## src/rtl/rtc_match_int_gen.sv

```systemverilog
// rtc_match_int_gen: RTC counter, match register and mask, with the raw/masked match interrupt.
//   PCLK       - sole clock
//   PRESETn    - asynchronous active-low reset
//   CountEn    - one-cycle increment tick (already synchronised)
//   LoadWr     - write strobe for the counter; LoadData is the new counter value
//   MatchWr    - write strobe for the match register; MatchData is the new match value
//   MaskWr     - write strobe for the interrupt mask; MaskData is the new mask (1 = enabled)
//   IntClear   - clear request returned by the interrupt-clear block
//   RtcCount   - current counter value
//   RtcMatch   - current match value
//   IntMask    - current mask bit
//   RawInt     - raw match interrupt, held until cleared
//   MaskedInt  - RawInt AND IntMask
module rtc_match_int_gen #(
    parameter int CNT_WIDTH = 32
) (
    input  logic                 PCLK,
    input  logic                 PRESETn,
    input  logic                 CountEn,
    input  logic                 LoadWr,
    input  logic [CNT_WIDTH-1:0] LoadData,
    input  logic                 MatchWr,
    input  logic [CNT_WIDTH-1:0] MatchData,
    input  logic                 MaskWr,
    input  logic                 MaskData,
    input  logic                 IntClear,
    output logic [CNT_WIDTH-1:0] RtcCount,
    output logic [CNT_WIDTH-1:0] RtcMatch,
    output logic                 IntMask,
    output logic                 RawInt,
    output logic                 MaskedInt
);
    typedef enum logic {IDLE = 1'b0, PEND = 1'b1} state_t;
    state_t               state_q, state_d;
    logic [CNT_WIDTH-1:0] count_q, count_d, match_q, match_d;
    logic                 mask_q, mask_d, equal_q, equal_d;
    logic                 equal, match_evt;
    assign equal     = (count_q == match_q);
    // Only a rising edge of equality is an event, so a held match fires once.
    assign match_evt = equal && !equal_q;
    always_comb begin
        count_d = LoadWr ? LoadData : CountEn ? count_q + 1'b1 : count_q;
        match_d = MatchWr ? MatchData : match_q;
        mask_d  = MaskWr ? MaskData : mask_q;
        equal_d = equal;
        state_d = state_q;
        case (state_q)
            IDLE: state_d = match_evt ? PEND : IDLE;
            PEND: state_d = (IntClear && !match_evt) ? IDLE : PEND;
            default: state_d = IDLE;
        endcase
    end
    // equal_q resets to 1 because count and match both reset to 0; this
    // suppresses a false event on reset release.
    always_ff @(posedge PCLK or negedge PRESETn) begin
        if (!PRESETn) begin
            count_q <= '0;
            match_q <= '0;
            mask_q  <= 1'b0;
            equal_q <= 1'b1;
            state_q <= IDLE;
        end else begin
            count_q <= count_d;
            match_q <= match_d;
            mask_q  <= mask_d;
            equal_q <= equal_d;
            state_q <= state_d;
        end
    end
    assign RtcCount  = count_q;
    assign RtcMatch  = match_q;
    assign IntMask   = mask_q;
    assign RawInt    = (state_q == PEND);
    assign MaskedInt = RawInt && mask_q;
endmodule
```

## config.mk

```make
export PLATFORM = sky130hd
export DESIGN_NAME = rtc_match_int_gen
export DESIGN_NICKNAME = d
export VERILOG_FILES = /design/src/rtl/rtc_match_int_gen.sv
export SDC_FILE = /design/constraint.sdc
export NUM_CORES = 1
export LEC_CHECK = 0
export BUFFER_PORTS_ARGS = -buffer_cell sky130_fd_sc_hd__buf_4
export CORE_MARGIN = 10
export CORE_UTILIZATION = 47
export DETAILED_ROUTE_END_ITERATION = 10
export PLACE_DENSITY = 0.86
export SETUP_SLACK_MARGIN = 0.05
export SLEW_MARGIN = 0
export SYNTH_ARGS = -nofsm -noshare
export SYNTH_HDL_FRONTEND = slang
export SYNTH_SLANG_ARGS = --single-unit
export TNS_END_PERCENT = 50
```

## constraint.sdc

```tcl
create_clock -name PCLK -period 3.57 [get_ports PCLK]
set_input_delay 0.1785 -clock PCLK [delete_from_list [all_inputs] [get_ports PCLK]]
set_output_delay 0.1785 -clock PCLK [all_outputs]
set_load 0.02 [all_outputs]
```

### Word-level counts from Yosys, hierarchy flattened

Cells that the tools add are included.
W data, S select, Z words.

* memory bits (read-only): 0
* bits of input ports: 72
* register bits after elaboration: 67
* RAM bits: 0
* memories: 0
* latch bits: 0

* shifts and indexed selects: 0
* magnitude comparators: 0
* equal/unequal tests: 1
* bitwise logic cells: 1
* $add $sub $neg: 1
* reductions and logical operators: 6
* div/mod/pow operators: 0
* $mul: 0
* muxes and demuxes: 5

Operator list (count)
* $mux W32: 2
* $add A32 B1 Y32 const B: 1
* $eq A32 B32 Y1: 1
* $logic_and A1 B1 Y1: 3
* $logic_not A1 Y1: 2
* $mux W1: 2
* $pmux W1 S2: 1
* $reduce_bool A2 Y1: 1
* $not A1 Y1: 1

### Depth between registers and ports, before layout

Gate-level depths: netlist (run 1).

* depth after elaboration: 6
* mapped depth: 6
* mapped depth without buffers: 5

### Least setup slack after synthesis (run 1)

OpenSTA, ideal clock, no wires.

* path kind: reg2reg
* start point: reg count_q[15], in the netlist RtcCount[15]
* end point: reg count_q[22], in the netlist RtcCount[22]
* setup slack: 1.665 ns
* clock period less this slack: 1.905 ns
* stages on the path, launching flop included: 6
* buffers on the path: 1
* arrival time: 1.823 ns
* data required time: 3.488 ns
* cells stage by stage: dfrtp_1 > buf_4 > nand4_2 > or4_4 > or4_1 > a31oi_1

* cells in the longest elaborated chain, start to end: 3

Ends and longest elaborated chain
* start: declaration: RTL line 35 `logic [CNT_WIDTH-1:0] count_q, count_d, match_q, match_d;`
* start signal: assignment: RTL line 63 `count_q <= count_d;`
* $add A32 B1 Y32: RTL line 42 `count_d = LoadWr ? LoadData : CountEn ? count_q + 1'b1 : count_q;`
* $mux W32 (2 in a row): RTL line 42

No other way between the ends. The select of a mux whose other input is x is not followed.
A chain may end at the register's enable or synchronous reset.

### Worst setup path after layout (run 1)

* start point: reg count_q[3], in the netlist RtcCount[3]
* end point: reg count_q[17], in the netlist RtcCount[17]

The elaborated chain is that of the path after synthesis.

==> impl_metrics.xml, run 1 <==
<?xml version="1.0" encoding="UTF-8"?>
<metrics>
  <group name="run_status">
    <metric name="outcome" unit="">completed</metric>
  </group>
  <group name="synth">
    <metric name="ys_ff_latch" unit="">67</metric>
    <metric name="netlist_area" unit="sq um">3590</metric>
    <metric name="synth_area_per_cell" unit="sq um">10.4</metric>
    <metric name="yosys_most_used_dff" unit="">sky130_fd_sc_hd__dfrtp_1</metric>
    <metric name="postSynthNetCount" unit="">420</metric>
    <metric name="yosys-top-cells-area" unit="">sky130_fd_sc_hd__dfrtp_1 (46%), sky130_fd_sc_hd__xor2_1 (10%), sky130_fd_sc_hd__mux2_2 (10%), sky130_fd_sc_hd__o21ai_0 (3.3%), sky130_fd_sc_hd__nand2_1 (3.2%)</metric>
    <metric name="yosys_warnings" unit="">0</metric>
    <metric name="synth_cell_type_count" unit="">39</metric>
    <metric name="syn_inst" unit="">347</metric>
    <metric name="synth-seq-area-share" unit="%">46.7</metric>
    <metric name="library_cell_with_the_largest_summed_area_after_synthesis" unit="">sky130_fd_sc_hd__dfrtp_1</metric>
    <metric name="postSynth.asyncResetShare" unit="%">100</metric>
    <metric name="number_of_enable_flip_flop_cells_after_synthesis" unit="">0</metric>
    <metric name="synth_top_area_share" unit="%">45.9</metric>
  </group>
  <group name="routing">
    <metric name="wl_per_cell" unit="microns">19.7</metric>
    <metric name="drt_iter0_drc" unit="">213</metric>
    <metric name="antenna_left" unit="">0</metric>
    <metric name="route.final.wire_length" unit="microns">11400</metric>
    <metric name="drt_first_pass_iters" unit="">4</metric>
    <metric name="vias" unit="">3220</metric>
    <metric name="detail_route.drc_violations" unit="">0</metric>
    <metric name="avgViaCountPerCell" unit="">5.57</metric>
  </group>
  <group name="clock_tree">
    <metric name="cts-buffers-inserted" unit="">9</metric>
    <metric name="clock_sink_count" unit="">67</metric>
    <metric name="clock_tree.root_cell" unit="">sky130_fd_sc_hd__clkbuf_8</metric>
    <metric name="tritoncts" unit="">built</metric>
    <metric name="cts.repair_timing.setup_buffer_count" unit="">0</metric>
    <metric name="clock_insertion_delay_worst_skew" unit="ns">0.35</metric>
    <metric name="path_clk_slew" unit="ns">0.08</metric>
    <metric name="clock_tree.htree_level_count" unit="">3</metric>
    <metric name="clockBufferDepth" unit="">2</metric>
  </group>
  <group name="layout">
    <metric name="design.final.nets" unit="">547</metric>
    <metric name="n_antenna_cell" unit="">0</metric>
    <metric name="nFillCells" unit="">560</metric>
    <metric name="growth_of_design_area_from_synthesis_to_finish" unit="%">34.7</metric>
    <metric name="drive_gt1_share" unit="%">40.5</metric>
    <metric name="finish.utilization" unit="%">66.1</metric>
    <metric name="final_design_area_no_fill" unit="sq um">4840</metric>
  </group>
  <group name="setup_path">
    <metric name="required" unit="ns">3.84</metric>
    <metric name="endpoint_kind" unit="">register</metric>
    <metric name="worst_path_largest_cell_delay" unit="ns">0.49</metric>
    <metric name="worstSetupPathType" unit="">reg2reg</metric>
    <metric name="cpMaxStageDelayCell" unit="">sky130_fd_sc_hd__or3_1</metric>
    <metric name="worst_setup_path_start_kind" unit="">register</metric>
    <metric name="critical_path.cell_chain" unit="">and4_1, nand4_1, or3_1, a31oi_1</metric>
    <metric name="worst_ep_arrival_time" unit="ns">2.43</metric>
    <metric name="crit_fanout" unit="">13</metric>
  </group>
  <group name="die">
    <metric name="die-width" unit="microns">107</metric>
    <metric name="num_io_pins" unit="">139</metric>
    <metric name="fp-row-count" unit="">31</metric>
    <metric name="coreArea" unit="sq um">7330</metric>
    <metric name="die_h" unit="microns">107</metric>
    <metric name="die_area" unit="sq um">11500</metric>
    <metric name="floorplan.initialDensity" unit="%">49.0</metric>
  </group>
  <group name="sta">
    <metric name="setup_repair_after_global_routing_missed_its_margin" unit="">no</metric>
    <metric name="finalHoldViolations" unit="">0</metric>
    <metric name="finalCritPeriodShare" unit="%">60.5</metric>
    <metric name="setup_total_negative_slack" unit="ns">0</metric>
    <metric name="post-route-min-period" unit="ns">2.16</metric>
    <metric name="finClkSkew" unit="ns">0.00750</metric>
    <metric name="slew-limit-headroom" unit="%">41.7</metric>
    <metric name="tightestPinTransition" unit="ns">0.873</metric>
    <metric name="hold-worst-slack" unit="ns">0.0300</metric>
    <metric name="slew_viol_final" unit="">0</metric>
    <metric name="achievable-frequency" unit="MHz">463</metric>
    <metric name="final_setup_violation_count" unit="">0</metric>
  </group>
  <group name="place">
    <metric name="place.port_buffers" unit="">138</metric>
    <metric name="place_congestion" unit="">0.899</metric>
    <metric name="post_dp_cell_area" unit="sq um">4630</metric>
    <metric name="post-dp-hpwl" unit="microns">8770</metric>
  </group>
  <group name="pwr">
    <metric name="power.static_leakage" unit="nW">2.17</metric>
    <metric name="power.ir.vdd_worst" unit="mV">0.329</metric>
    <metric name="design_power_total" unit="W">0.00210</metric>
    <metric name="power_density" unit="nW/um^2">433</metric>
  </group>
  <group name="grt">
    <metric name="global_route.overflow_total" unit="">0</metric>
    <metric name="maximum_number_of_pins_on_one_net_before_global_route_repair" unit="">68</metric>
    <metric name="globalRouteTotalUtil" unit="%">19.7</metric>
    <metric name="grt_first_pass_wirelength" unit="microns">17900</metric>
    <metric name="vias_in_the_first_global_route" unit="">3414</metric>
    <metric name="antenna_violations_before_repair" unit="">0</metric>
  </group>
  <group name="run">
    <metric name="cap_viol_max_count" unit="">0</metric>
  </group>
  <group name="hold_path">
    <metric name="worstHoldPathType" unit="">in2reg</metric>
  </group>
</metrics>
-- path summary, 6_finish.rpt --
kind	start	endpoint	slack, ns	depth (start not counted)
min	LoadData[6]	RtcCount[6]$_DFFE_PN0P_	0.03	3
min in group asynchronous	PRESETn	RtcMatch[18]$_DFFE_PN0P_	0.47	2
max in group asynchronous	PRESETn	RtcMatch[27]$_DFFE_PN0P_	2.53	2
min reg2reg	IntMask$_DFFE_PN0P_	IntMask$_DFFE_PN0P_	0.53	1
max	RtcCount[3]$_DFFE_PN0P_	RtcCount[17]$_DFFE_PN0P_	1.41	4
max reg2reg	RtcCount[3]$_DFFE_PN0P_	RtcCount[17]$_DFFE_PN0P_	1.41	4
-- area by class of cell --
type	instances	area [sq um]	share of cell area [%]
Multi-Input combinational cell	252	1770	36.6
Sequential cell	67	1680	34.7
Timing Repair Buffer	139	1050	21.6
Clock buffer	10	138	2.84
Tap cell	99	124	2.56
Clock inverter	6	65.1	1.34
Inverter	5	18.8	0.388
-- sequential cells by signal, indices dropped and copies added, names as in the netlist --
name      flops
IntMask       1
equal_q       1
RtcMatch     32
RawInt        1
RtcCount     32
-- cell usage after synthesis, types with 3 or more instances --
| master | number |
|---|---|
| sky130_fd_sc_hd__or4_1 | 7 |
| sky130_fd_sc_hd__nand3_1 | 7 |
| sky130_fd_sc_hd__nand2_1 | 31 |
| sky130_fd_sc_hd__xor2_1 | 43 |
| sky130_fd_sc_hd__and4_1 | 8 |
| sky130_fd_sc_hd__clkbuf_1 | 9 |
| sky130_fd_sc_hd__or3_1 | 9 |
| sky130_fd_sc_hd__o31ai_1 | 6 |
| sky130_fd_sc_hd__and3_1 | 5 |
| sky130_fd_sc_hd__o21ai_0 | 24 |
| sky130_fd_sc_hd__buf_1 | 3 |
| sky130_fd_sc_hd__a31oi_1 | 17 |
| sky130_fd_sc_hd__nor4_1 | 9 |
| sky130_fd_sc_hd__dfrtp_1 | 66 |
| sky130_fd_sc_hd__buf_2 | 4 |
| sky130_fd_sc_hd__mux2_2 | 33 |
| sky130_fd_sc_hd__nand4_1 | 13 |
| sky130_fd_sc_hd__inv_1 | 5 |
| sky130_fd_sc_hd__nor2_1 | 17 |
-- layer usage --
metal	track usage [%]	wire length (microns)
met4	9.16	387
met1	22.4	4420
met2	32.1	5500
met5	0	0
met3	7.31	1060
-- per-stage QoR --
| stage | instances | setup slack (ns) |
|---|---|---|
| after CTS | 578 | 1.43 |
| after floorplan | 347 | 1.67 |
| after global routing | 578 | 1.19 |
| final | 578 | 1.41 |
| after detailed placement | 561 | 1.47 |
| after global placement | 561 | 1.57 |
-- cells in the final DEF (no fill, tap or decap), types with 5 or more instances in the layout --
cell type	Yosys	routed
sky130_fd_sc_hd__inv_1	5	5
sky130_fd_sc_hd__buf_4	2	138
sky130_fd_sc_hd__mux2_2	33	33
sky130_fd_sc_hd__nor4_1	9	9
sky130_fd_sc_hd__clkbuf_8	0	10
sky130_fd_sc_hd__dfrtp_1	66	66
sky130_fd_sc_hd__nand2_1	31	31
sky130_fd_sc_hd__and3_1	5	5
sky130_fd_sc_hd__or4_1	7	7
sky130_fd_sc_hd__nand3_1	7	7
sky130_fd_sc_hd__nor2_1	17	17
sky130_fd_sc_hd__o31ai_1	6	6
sky130_fd_sc_hd__or3_1	9	9
sky130_fd_sc_hd__and4_1	8	8
sky130_fd_sc_hd__nand4_1	13	13
sky130_fd_sc_hd__xor2_1	43	43
sky130_fd_sc_hd__a31oi_1	17	17
sky130_fd_sc_hd__o21ai_0	24	24
-- critical path, delay by kind of cell (launching register included) --
family | cells | cell delay, ns
AND/OR/NAND/NOR | 3 | 1.43
flip-flops | 1 | 0.47
AO/OA/AOI/OAI | 1 | 0.18
-- cell families (layout without fill, tap and decap cells) --
kind of cell               count (synthesis)  after routing  share of synthesized area (%)
buffers and inverters                     28            160                           4.00
and+or+nand+nor                          121            121                           19.1
AOI/OAI and AO/OA                         51             51                           8.28
xor gates and xnor gates                  45             45                           11.0
muxes                                     34             34                           10.6
DFF                                       67             67                           46.7
adders and majority gates                  1              1                          0.348
-- where the power goes --
group | leakage, nW | total, W | internal (W) | switching [W]
combinational | 1.29 | 0.000501 | 0.000241 | 0.000260
sequential | 0.781 | 0.000949 | 0.000831 | 0.000118
clock | 0.102 | 0.000647 | 0.000341 | 0.000306
-- what timing repair did --
item / CTS / global route
resized for setup: 0 / 0
hold buffers: 1 / 0
endpoints found under the hold margin: 66 / 0
(Power assumes the default switching activity.)
==> run 2: changes to the inputs <==
--- a/config.mk
+++ b/config.mk
@@ -7,9 +7,9 @@
 export LEC_CHECK = 0
 export BUFFER_PORTS_ARGS = -buffer_cell sky130_fd_sc_hd__buf_4
 export CORE_MARGIN = 10
-export CORE_UTILIZATION = 47
+export CORE_UTILIZATION = 44
 export DETAILED_ROUTE_END_ITERATION = 10
-export PLACE_DENSITY = 0.86
+export PLACE_DENSITY = 0.85
 export SETUP_SLACK_MARGIN = 0.05
 export SLEW_MARGIN = 0
 export SYNTH_ARGS = -nofsm -noshare
==> constraint.sdc (replaced) <==
create_clock -name PCLK -period 1.8 [get_ports PCLK]
set_input_delay 0.09 -clock PCLK [delete_from_list [all_inputs] [get_ports PCLK]]
set_output_delay 0.09 -clock PCLK [all_outputs]
set_load 0.02 [all_outputs]
==> run 2 against run 1 <==
  * The flow now finishes with violations (hold timing)
  * First-iteration DRC count shrank 17%
  * Setup slack lost 1.4 ns
  * Non-clock buffer count grew 108
  * Critical path depth grew 2
  * Die area grew 5.5%
  * Final cell count grew 19%
  * Final area grew 23%
  * Critical endpoint is now RtcCount[26]$_DFFE_PN0P_
==> impl_metrics.xml, run 2 (synthesis results as in run 1) <==
<?xml version="1.0" encoding="UTF-8"?>
<metrics>
  <group name="layout">
    <metric name="stdcell_count" unit="">689</metric>
    <metric name="mostFrequentLayoutCell" unit="">sky130_fd_sc_hd__buf_4</metric>
    <metric name="design.final.nets" unit="">655</metric>
    <metric name="most-common-layout-cells" unit="">sky130_fd_sc_hd__buf_4 (182), sky130_fd_sc_hd__dlygate4sd3_1 (60), sky130_fd_sc_hd__dfrtp_1 (56)</metric>
    <metric name="growth_of_design_area_from_synthesis_to_finish" unit="%">65.5</metric>
    <metric name="n_antenna_cell" unit="">0</metric>
    <metric name="drive_gt1_share" unit="%">46.0</metric>
  </group>
  <group name="sta">
    <metric name="hold-worst-slack" unit="ns">-0.0123</metric>
    <metric name="slew_viol_final" unit="">0</metric>
    <metric name="post-route-min-period" unit="ns">1.75</metric>
    <metric name="finalCritPeriodShare" unit="%">97.4</metric>
    <metric name="setup_repair_after_global_routing_missed_its_margin" unit="">yes</metric>
    <metric name="achievable-frequency" unit="MHz">571</metric>
    <metric name="slew-limit-headroom" unit="%">63.3</metric>
    <metric name="tightestPinTransition" unit="ns">0.551</metric>
    <metric name="finClkSkew" unit="ns">0.0105</metric>
    <metric name="finalHoldViolations" unit="">1</metric>
    <metric name="final_setup_violation_count" unit="">0</metric>
  </group>
  <group name="grt">
    <metric name="global_route.overflow_total" unit="">0</metric>
    <metric name="vias_in_the_first_global_route" unit="">3823</metric>
    <metric name="grt_first_pass_wirelength" unit="microns">20000</metric>
    <metric name="antenna_violations_before_repair" unit="">0</metric>
    <metric name="globalRouteTotalUtil" unit="%">21.4</metric>
    <metric name="maximum_number_of_pins_on_one_net_before_global_route_repair" unit="">42</metric>
  </group>
  <group name="routing">
    <metric name="antenna_left" unit="">0</metric>
    <metric name="vias" unit="">3791</metric>
    <metric name="wl_per_cell" unit="microns">19.9</metric>
    <metric name="drt_first_pass_iters" unit="">4</metric>
    <metric name="route.final.wire_length" unit="microns">13700</metric>
    <metric name="avgViaCountPerCell" unit="">5.50</metric>
    <metric name="detail_route.drc_violations" unit="">0</metric>
    <metric name="drt_iter0_drc" unit="">176</metric>
  </group>
  <group name="run_status">
    <metric name="violated_checks" unit="">hold timing</metric>
    <metric name="outcome" unit="">finished with violations</metric>
  </group>
  <group name="die">
    <metric name="coreArea" unit="sq um">7850</metric>
    <metric name="die_area" unit="sq um">12200</metric>
    <metric name="num_io_pins" unit="">139</metric>
    <metric name="die-width" unit="microns">110</metric>
    <metric name="floorplan.initialDensity" unit="%">45.8</metric>
    <metric name="fp-row-count" unit="">32</metric>
    <metric name="die_h" unit="microns">110</metric>
  </group>
  <group name="clock_tree">
    <metric name="clock_insertion_delay_worst_skew" unit="ns">0.36</metric>
    <metric name="clockBufferDepth" unit="">2</metric>
    <metric name="clock_tree.htree_level_count" unit="">3</metric>
    <metric name="clock_sink_count" unit="">67</metric>
    <metric name="tritoncts" unit="">built</metric>
    <metric name="path_clk_slew" unit="ns">0.08</metric>
    <metric name="cts-buffers-inserted" unit="">9</metric>
    <metric name="clock_tree.root_cell" unit="">sky130_fd_sc_hd__clkbuf_8</metric>
  </group>
  <group name="hold_path">
    <metric name="timing.hold.worst_path_depth" unit="">3</metric>
    <metric name="worstHoldPathType" unit="">in2reg</metric>
  </group>
  <group name="setup_path">
    <metric name="worst_setup_path_start_kind" unit="">register</metric>
    <metric name="critical_path.cell_chain" unit="">ha_4, and4_4, nand4_1, buf_4, or4_1, a31oi_1</metric>
    <metric name="cp_num_buf_inv" unit="">1</metric>
    <metric name="worstSetupPathType" unit="">reg2reg</metric>
    <metric name="r2r_slack" unit="ns">0.05</metric>
    <metric name="critical_path_depth" unit="">6</metric>
    <metric name="required" unit="ns">2.09</metric>
    <metric name="r2r.worst_path.cells" unit="">6</metric>
    <metric name="critical-path-top-delay-family" unit="">simple AND/OR/NAND/NOR gates</metric>
    <metric name="cpMaxStageDelayCell" unit="">sky130_fd_sc_hd__or4_1</metric>
    <metric name="worst_path_largest_cell_delay" unit="ns">0.41</metric>
    <metric name="crit_fanout" unit="">5</metric>
    <metric name="worst_ep_arrival_time" unit="ns">2.04</metric>
    <metric name="endpoint_kind" unit="">register</metric>
  </group>
  <group name="pwr">
    <metric name="power.static_leakage" unit="nW">2.67</metric>
    <metric name="design_power_total" unit="W">0.00445</metric>
    <metric name="power_density" unit="nW/um^2">748</metric>
    <metric name="power.ir.vdd_worst" unit="mV">0.516</metric>
  </group>
  <group name="place">
    <metric name="place_congestion" unit="">0.943</metric>
    <metric name="post-dp-hpwl" unit="microns">9230</metric>
    <metric name="post-place-cells" unit="">597</metric>
    <metric name="place.port_buffers" unit="">138</metric>
  </group>
  <group name="run">
    <metric name="cap_viol_max_count" unit="">0</metric>
  </group>
</metrics>
==> run 2: changes by cell type in the layout (fill, tap and decap cells not counted), moves of 2 or more <==
cell	previous run	this run
sky130_fd_sc_hd__dlygate4sd3_1	1	60
sky130_fd_sc_hd__buf_4	138	182
sky130_fd_sc_hd__dfrtp_1	66	56
sky130_fd_sc_hd__dfrtp_2	0	10
sky130_fd_sc_hd__and4_4	0	4
sky130_fd_sc_hd__nor4_1	9	5
sky130_fd_sc_hd__nor4_2	0	4
sky130_fd_sc_hd__and4_1	8	5
sky130_fd_sc_hd__buf_6	0	3
sky130_fd_sc_hd__o31ai_1	6	3
sky130_fd_sc_hd__a31oi_1	17	15
sky130_fd_sc_hd__o31ai_2	0	2
sky130_fd_sc_hd__or4_1	7	5
sky130_fd_sc_hd__or4_4	1	3
==> run 2: layout make-up <==
cell class / instances / area [sq um]
clock buffer: 9 / 124
inverter: 5 / 18.8
fill: 529 / 1900
timing repair buffer: 247 / 2030
clock inverter: 7 / 68.8
multi-input combinational: 252 / 1890
tap: 102 / 128
sequential: 67 / 1690
==> run 2: path summary, 6_finish.rpt <==
path	from	endpoint
worst max-delay path	RtcCount[0]$_DFFE_PN0P_	RtcCount[26]$_DFFE_PN0P_
worst min-delay path	LoadData[26]	RtcCount[26]$_DFFE_PN0P_
worst max register to register	RtcCount[0]$_DFFE_PN0P_	RtcCount[26]$_DFFE_PN0P_
worst min register to register	RawInt$_DFF_PN0_	RawInt$_DFF_PN0_
max in group asynchronous	PRESETn	RtcMatch[24]$_DFFE_PN0P_
min in group asynchronous	PRESETn	RtcMatch[20]$_DFFE_PN0P_
==> run 2: metrics by stage <==
stage | worst slack (ns) | setup TNS [ns] | utilization [%] | instance area [sq um]
6_report | 0.0474 | 0 | 75.8 | 5950
2_1_floorplan | 0.00975 | 0 | - | 3620
4_1_cts | 0.0166 | 0 | 72.9 | 5720
3_5_place_dp | -0.0501 | -0.111 | 62.6 | 4910
3_3_place_gp | 0.00542 | 0 | 62.6 | 4910
5_1_grt | 0.00992 | 0 | 75.8 | 5950
==> run 2: per-layer routing <==
layer | up-vias | wire length, microns | global-route usage [%]
li1 | 1730 | - | -
met1 | 1828 | 4910 | 23.6
met2 | 195 | 7040 | 37.3
met4 | 0 | 406 | 8.26
met5 | - | 0 | 0
met3 | 38 | 1380 | 6.91
==> run 2: worst min-delay path, cell delays in order <==
cell and delay [ns]:
sky130_fd_sc_hd__buf_4 0.11, sky130_fd_sc_hd__nor2_1 0.07, sky130_fd_sc_hd__a31oi_1 0.05
==> run 2: report_power, final <==
part | total, W | switching (W) | internal, W
Clock | 0.00127 | 0.000632 | 0.000634
Combinational | 0.00135 | 0.000679 | 0.000675
Sequential | 0.00183 | 0.000177 | 0.00165
==> run 2: what timing repair did <==
| action | CTS | global route |
|---|---|---|
| pin swaps | 1 | 18 |
| endpoints found under the setup margin | 8 | 18 |
| buffers inserted | 2 | 13 |
| endpoints found under the hold margin | 97 | 0 |
| hold buffers | 60 | 0 |
| gates resized for setup | 2 | 26 |
| gates cloned | 0 | 1 |
==> run 3: changes to the inputs <==
--- a/config.mk
+++ b/config.mk
@@ -6,6 +6,7 @@
 export NUM_CORES = 1
 export LEC_CHECK = 0
 export BUFFER_PORTS_ARGS = -buffer_cell sky130_fd_sc_hd__buf_4
+export CORE_ASPECT_RATIO = 2
 export CORE_MARGIN = 10
 export CORE_UTILIZATION = 44
 export DETAILED_ROUTE_END_ITERATION = 10
==> run 3 against run 2 <==
  * Routed wire length is 3.5% higher
  * Sequential power hardly changed
  * Non-clock buffer count is 28 lower
  * Sequential share of layout area is 1.2 points higher
  * The flow still finishes with violations (hold timing)
  * Register-to-register slack better by 0.02 ns
  * Largest power group unchanged
  * First-iteration DRC count is 80% higher
  * Clock power is 36% higher
  * Sequential cell count stayed put
  * Critical endpoint is now RtcCount[22]$_DFFE_PN0P_
  * Clock skew is 0.0055 ns lower
==> impl_metrics.xml, run 3 (synthesis results as in run 1) <==
<?xml version="1.0" encoding="UTF-8"?>
<metrics>
  <group name="run_status">
    <metric name="outcome" unit="">finished with violations</metric>
    <metric name="violated_checks" unit="">hold timing</metric>
  </group>
  <group name="pwr">
    <metric name="power_switching_share" unit="%">30.1</metric>
    <metric name="power.ir.vdd_worst" unit="mV">0.768</metric>
    <metric name="power_frac_comb" unit="%">26.4</metric>
    <metric name="power_density" unit="nW/um^2">851</metric>
    <metric name="share_clk_of_total_power" unit="%">35.6</metric>
    <metric name="power.static_leakage" unit="nW">2.57</metric>
    <metric name="p_sw" unit="W">0.00146</metric>
    <metric name="pwr-share-seq" unit="%">38.0</metric>
    <metric name="power_report.internal_total" unit="W">0.00339</metric>
  </group>
  <group name="grt">
    <metric name="global_route.overflow_total" unit="">0</metric>
    <metric name="grt_first_pass_wirelength" unit="microns">21700</metric>
    <metric name="antenna_violations_before_repair" unit="">0</metric>
    <metric name="maximum_number_of_pins_on_one_net_before_global_route_repair" unit="">68</metric>
    <metric name="globalRouteTotalUtil" unit="%">22.2</metric>
    <metric name="vias_in_the_first_global_route" unit="">4007</metric>
  </group>
  <group name="clock_tree">
    <metric name="path_clk_slew" unit="ns">0.05</metric>
    <metric name="cts-buffers-inserted" unit="">9</metric>
    <metric name="clock_tree.root_cell" unit="">sky130_fd_sc_hd__clkbuf_16</metric>
    <metric name="clock_tree.htree_level_count" unit="">3</metric>
    <metric name="clock_insertion_delay_worst_skew" unit="ns">0.33</metric>
    <metric name="clockBufferDepth" unit="">2</metric>
    <metric name="tritoncts" unit="">built</metric>
    <metric name="clock_sink_count" unit="">67</metric>
  </group>
  <group name="setup_path">
    <metric name="worstSetupPathType" unit="">reg2reg</metric>
    <metric name="worst_ep_arrival_time" unit="ns">1.98</metric>
    <metric name="crit_fanout" unit="">4</metric>
    <metric name="worst_setup_path_start_kind" unit="">register</metric>
    <metric name="required" unit="ns">2.05</metric>
    <metric name="endpoint_kind" unit="">register</metric>
  </group>
  <group name="sta">
    <metric name="hold-worst-slack" unit="ns">-0.000172</metric>
    <metric name="worst_slack" unit="ns">0.0693</metric>
    <metric name="slew-limit-headroom" unit="%">42.4</metric>
    <metric name="finalCritPeriodShare" unit="%">96.1</metric>
    <metric name="finalHoldViolations" unit="">1</metric>
    <metric name="slew_viol_final" unit="">0</metric>
    <metric name="tightestPinTransition" unit="ns">0.864</metric>
    <metric name="setup_total_negative_slack" unit="ns">0</metric>
    <metric name="final_setup_violation_count" unit="">0</metric>
    <metric name="post-route-min-period" unit="ns">1.73</metric>
    <metric name="finClkSkew" unit="ns">0.00499</metric>
    <metric name="setup_repair_after_global_routing_missed_its_margin" unit="">yes</metric>
    <metric name="achievable-frequency" unit="MHz">578</metric>
  </group>
  <group name="layout">
    <metric name="most-common-layout-cells" unit="">sky130_fd_sc_hd__buf_4 (173), sky130_fd_sc_hd__dfrtp_1 (55), sky130_fd_sc_hd__xor2_1 (43), sky130_fd_sc_hd__dlygate4sd3_1 (43), sky130_fd_sc_hd__mux2_2 (33)</metric>
    <metric name="growth_of_design_area_from_synthesis_to_finish" unit="%">58.7</metric>
    <metric name="n_antenna_cell" unit="">0</metric>
    <metric name="drive_gt1_share" unit="%">44.4</metric>
    <metric name="nFillCells" unit="">564</metric>
    <metric name="mostFrequentLayoutCell" unit="">sky130_fd_sc_hd__buf_4</metric>
    <metric name="design.final.nets" unit="">627</metric>
  </group>
  <group name="die">
    <metric name="die_area" unit="sq um">12400</metric>
    <metric name="fp-row-count" unit="">46</metric>
    <metric name="coreArea" unit="sq um">7940</metric>
    <metric name="die_h" unit="microns">148</metric>
    <metric name="num_io_pins" unit="">139</metric>
    <metric name="floorplan.initialDensity" unit="%">45.3</metric>
    <metric name="die-width" unit="microns">83.9</metric>
  </group>
  <group name="hold_path">
    <metric name="worstHoldPathType" unit="">in2reg</metric>
  </group>
  <group name="routing">
    <metric name="drt_first_pass_iters" unit="">5</metric>
    <metric name="vias" unit="">3744</metric>
    <metric name="drt_iter0_drc" unit="">316</metric>
    <metric name="avgViaCountPerCell" unit="">5.72</metric>
    <metric name="antenna_left" unit="">0</metric>
    <metric name="detail_route.drc_violations" unit="">0</metric>
    <metric name="wl_per_cell" unit="microns">21.7</metric>
    <metric name="route.final.wire_length" unit="microns">14200</metric>
  </group>
  <group name="place">
    <metric name="post-dp-hpwl" unit="microns">10200</metric>
    <metric name="place_congestion" unit="">0.965</metric>
    <metric name="place_worst_setup_slack" unit="ns">0.0487</metric>
    <metric name="place.port_buffers" unit="">138</metric>
  </group>
  <group name="run">
    <metric name="cap_viol_max_count" unit="">0</metric>
  </group>
</metrics>
run 3: changes by cell type in the layout (fill, tap and decap cells not counted), moves of 3 or more:
cell                            delta
sky130_fd_sc_hd__clkbuf_16         +9
sky130_fd_sc_hd__clkbuf_1          +4
sky130_fd_sc_hd__buf_4             -9
sky130_fd_sc_hd__o31ai_1           +3
sky130_fd_sc_hd__clkbuf_8          -8
sky130_fd_sc_hd__dlygate4sd3_1    -17
run 3: per-stage QoR:
stage | util (%) | instances | power, W | hold slack [ns] | instance area (sq um)
2_1_floorplan | - | 347 | 0.00238 | -0.206 | 3620
3_3_place_gp | 61.6 | 591 | 0.00298 | 0.241 | 4890
3_5_place_dp | 61.6 | 591 | 0.00301 | 0.261 | 4890
4_1_cts | 70.7 | 650 | 0.00483 | 0.00114 | 5610
5_1_grt | 71.8 | 655 | 0.00505 | 0.00435 | 5710
6_report | 71.8 | 655 | 0.00485 | -0.000172 | 5710
run 3: area by class of cell:
class	instances	area, sq um	share of cell area, %
repair buffers	219	1760	30.9
clock inverters	2	35.0	0.614
multi-input cells	252	1820	32.0
well taps	96	120	2.11
inverters	5	18.8	0.329
clock buffers	14	254	4.45
flip-flops and latches	67	1690	29.6
run 3: metal layers:
layer	up-vias	track usage [%]	wire, microns
met5	-	0	0
met4	0	17.8	974
met3	60	4.84	938
met2	197	39.8	7670
met1	1808	21.0	4630
li1	1679	-	-
run 3: worst paths after layout:
check	start	to	slack, ns	depth (start not counted)
setup / recovery	RtcCount[20]$_DFFE_PN0P_	RtcCount[22]$_DFFE_PN0P_	0.07	4
max in group asynchronous	PRESETn	RtcCount[22]$_DFFE_PN0P_	0.76	2
hold reg to reg	RawInt$_DFF_PN0_	RawInt$_DFF_PN0_	0.55	2
min in group asynchronous	PRESETn	RtcMatch[24]$_DFFE_PN0P_	0.40	2
setup reg to reg	RtcCount[20]$_DFFE_PN0P_	RtcCount[22]$_DFFE_PN0P_	0.07	4
hold / removal	MatchData[0]	RtcMatch[0]$_DFFE_PN0P_	-0.0002	2
run 3: repair_timing:
action	in CTS	in global routing
endpoints found under the hold margin	107	0
gates resized for setup	1	16
hold buffers	43	0
pin swaps	0	6
endpoints found under the setup margin	3	15
setup buffers	0	5
run 3: power by group through the flow:
| stage | logic, W | clock network, W | registers [W] |
|---|---|---|---|
| 2_1_floorplan | 0.000371 | 0 | 0.00201 |
| 3_3_place_gp | 0.00114 | 0 | 0.00184 |
| 3_5_place_dp | 0.00116 | 0 | 0.00185 |
| 4_1_cts | 0.00124 | 0.00175 | 0.00183 |
| 5_1_grt | 0.00137 | 0.00182 | 0.00186 |
| 6_report | 0.00128 | 0.00173 | 0.00184 |
run 3: worst max-delay path, cell delays in order (launching register included):
cell,delay [ns]
sky130_fd_sc_hd__dfrtp_1,0.41
sky130_fd_sc_hd__nand2_1,0.12
sky130_fd_sc_hd__or4_4,0.54
sky130_fd_sc_hd__or4_1,0.41
sky130_fd_sc_hd__a31oi_1,0.17
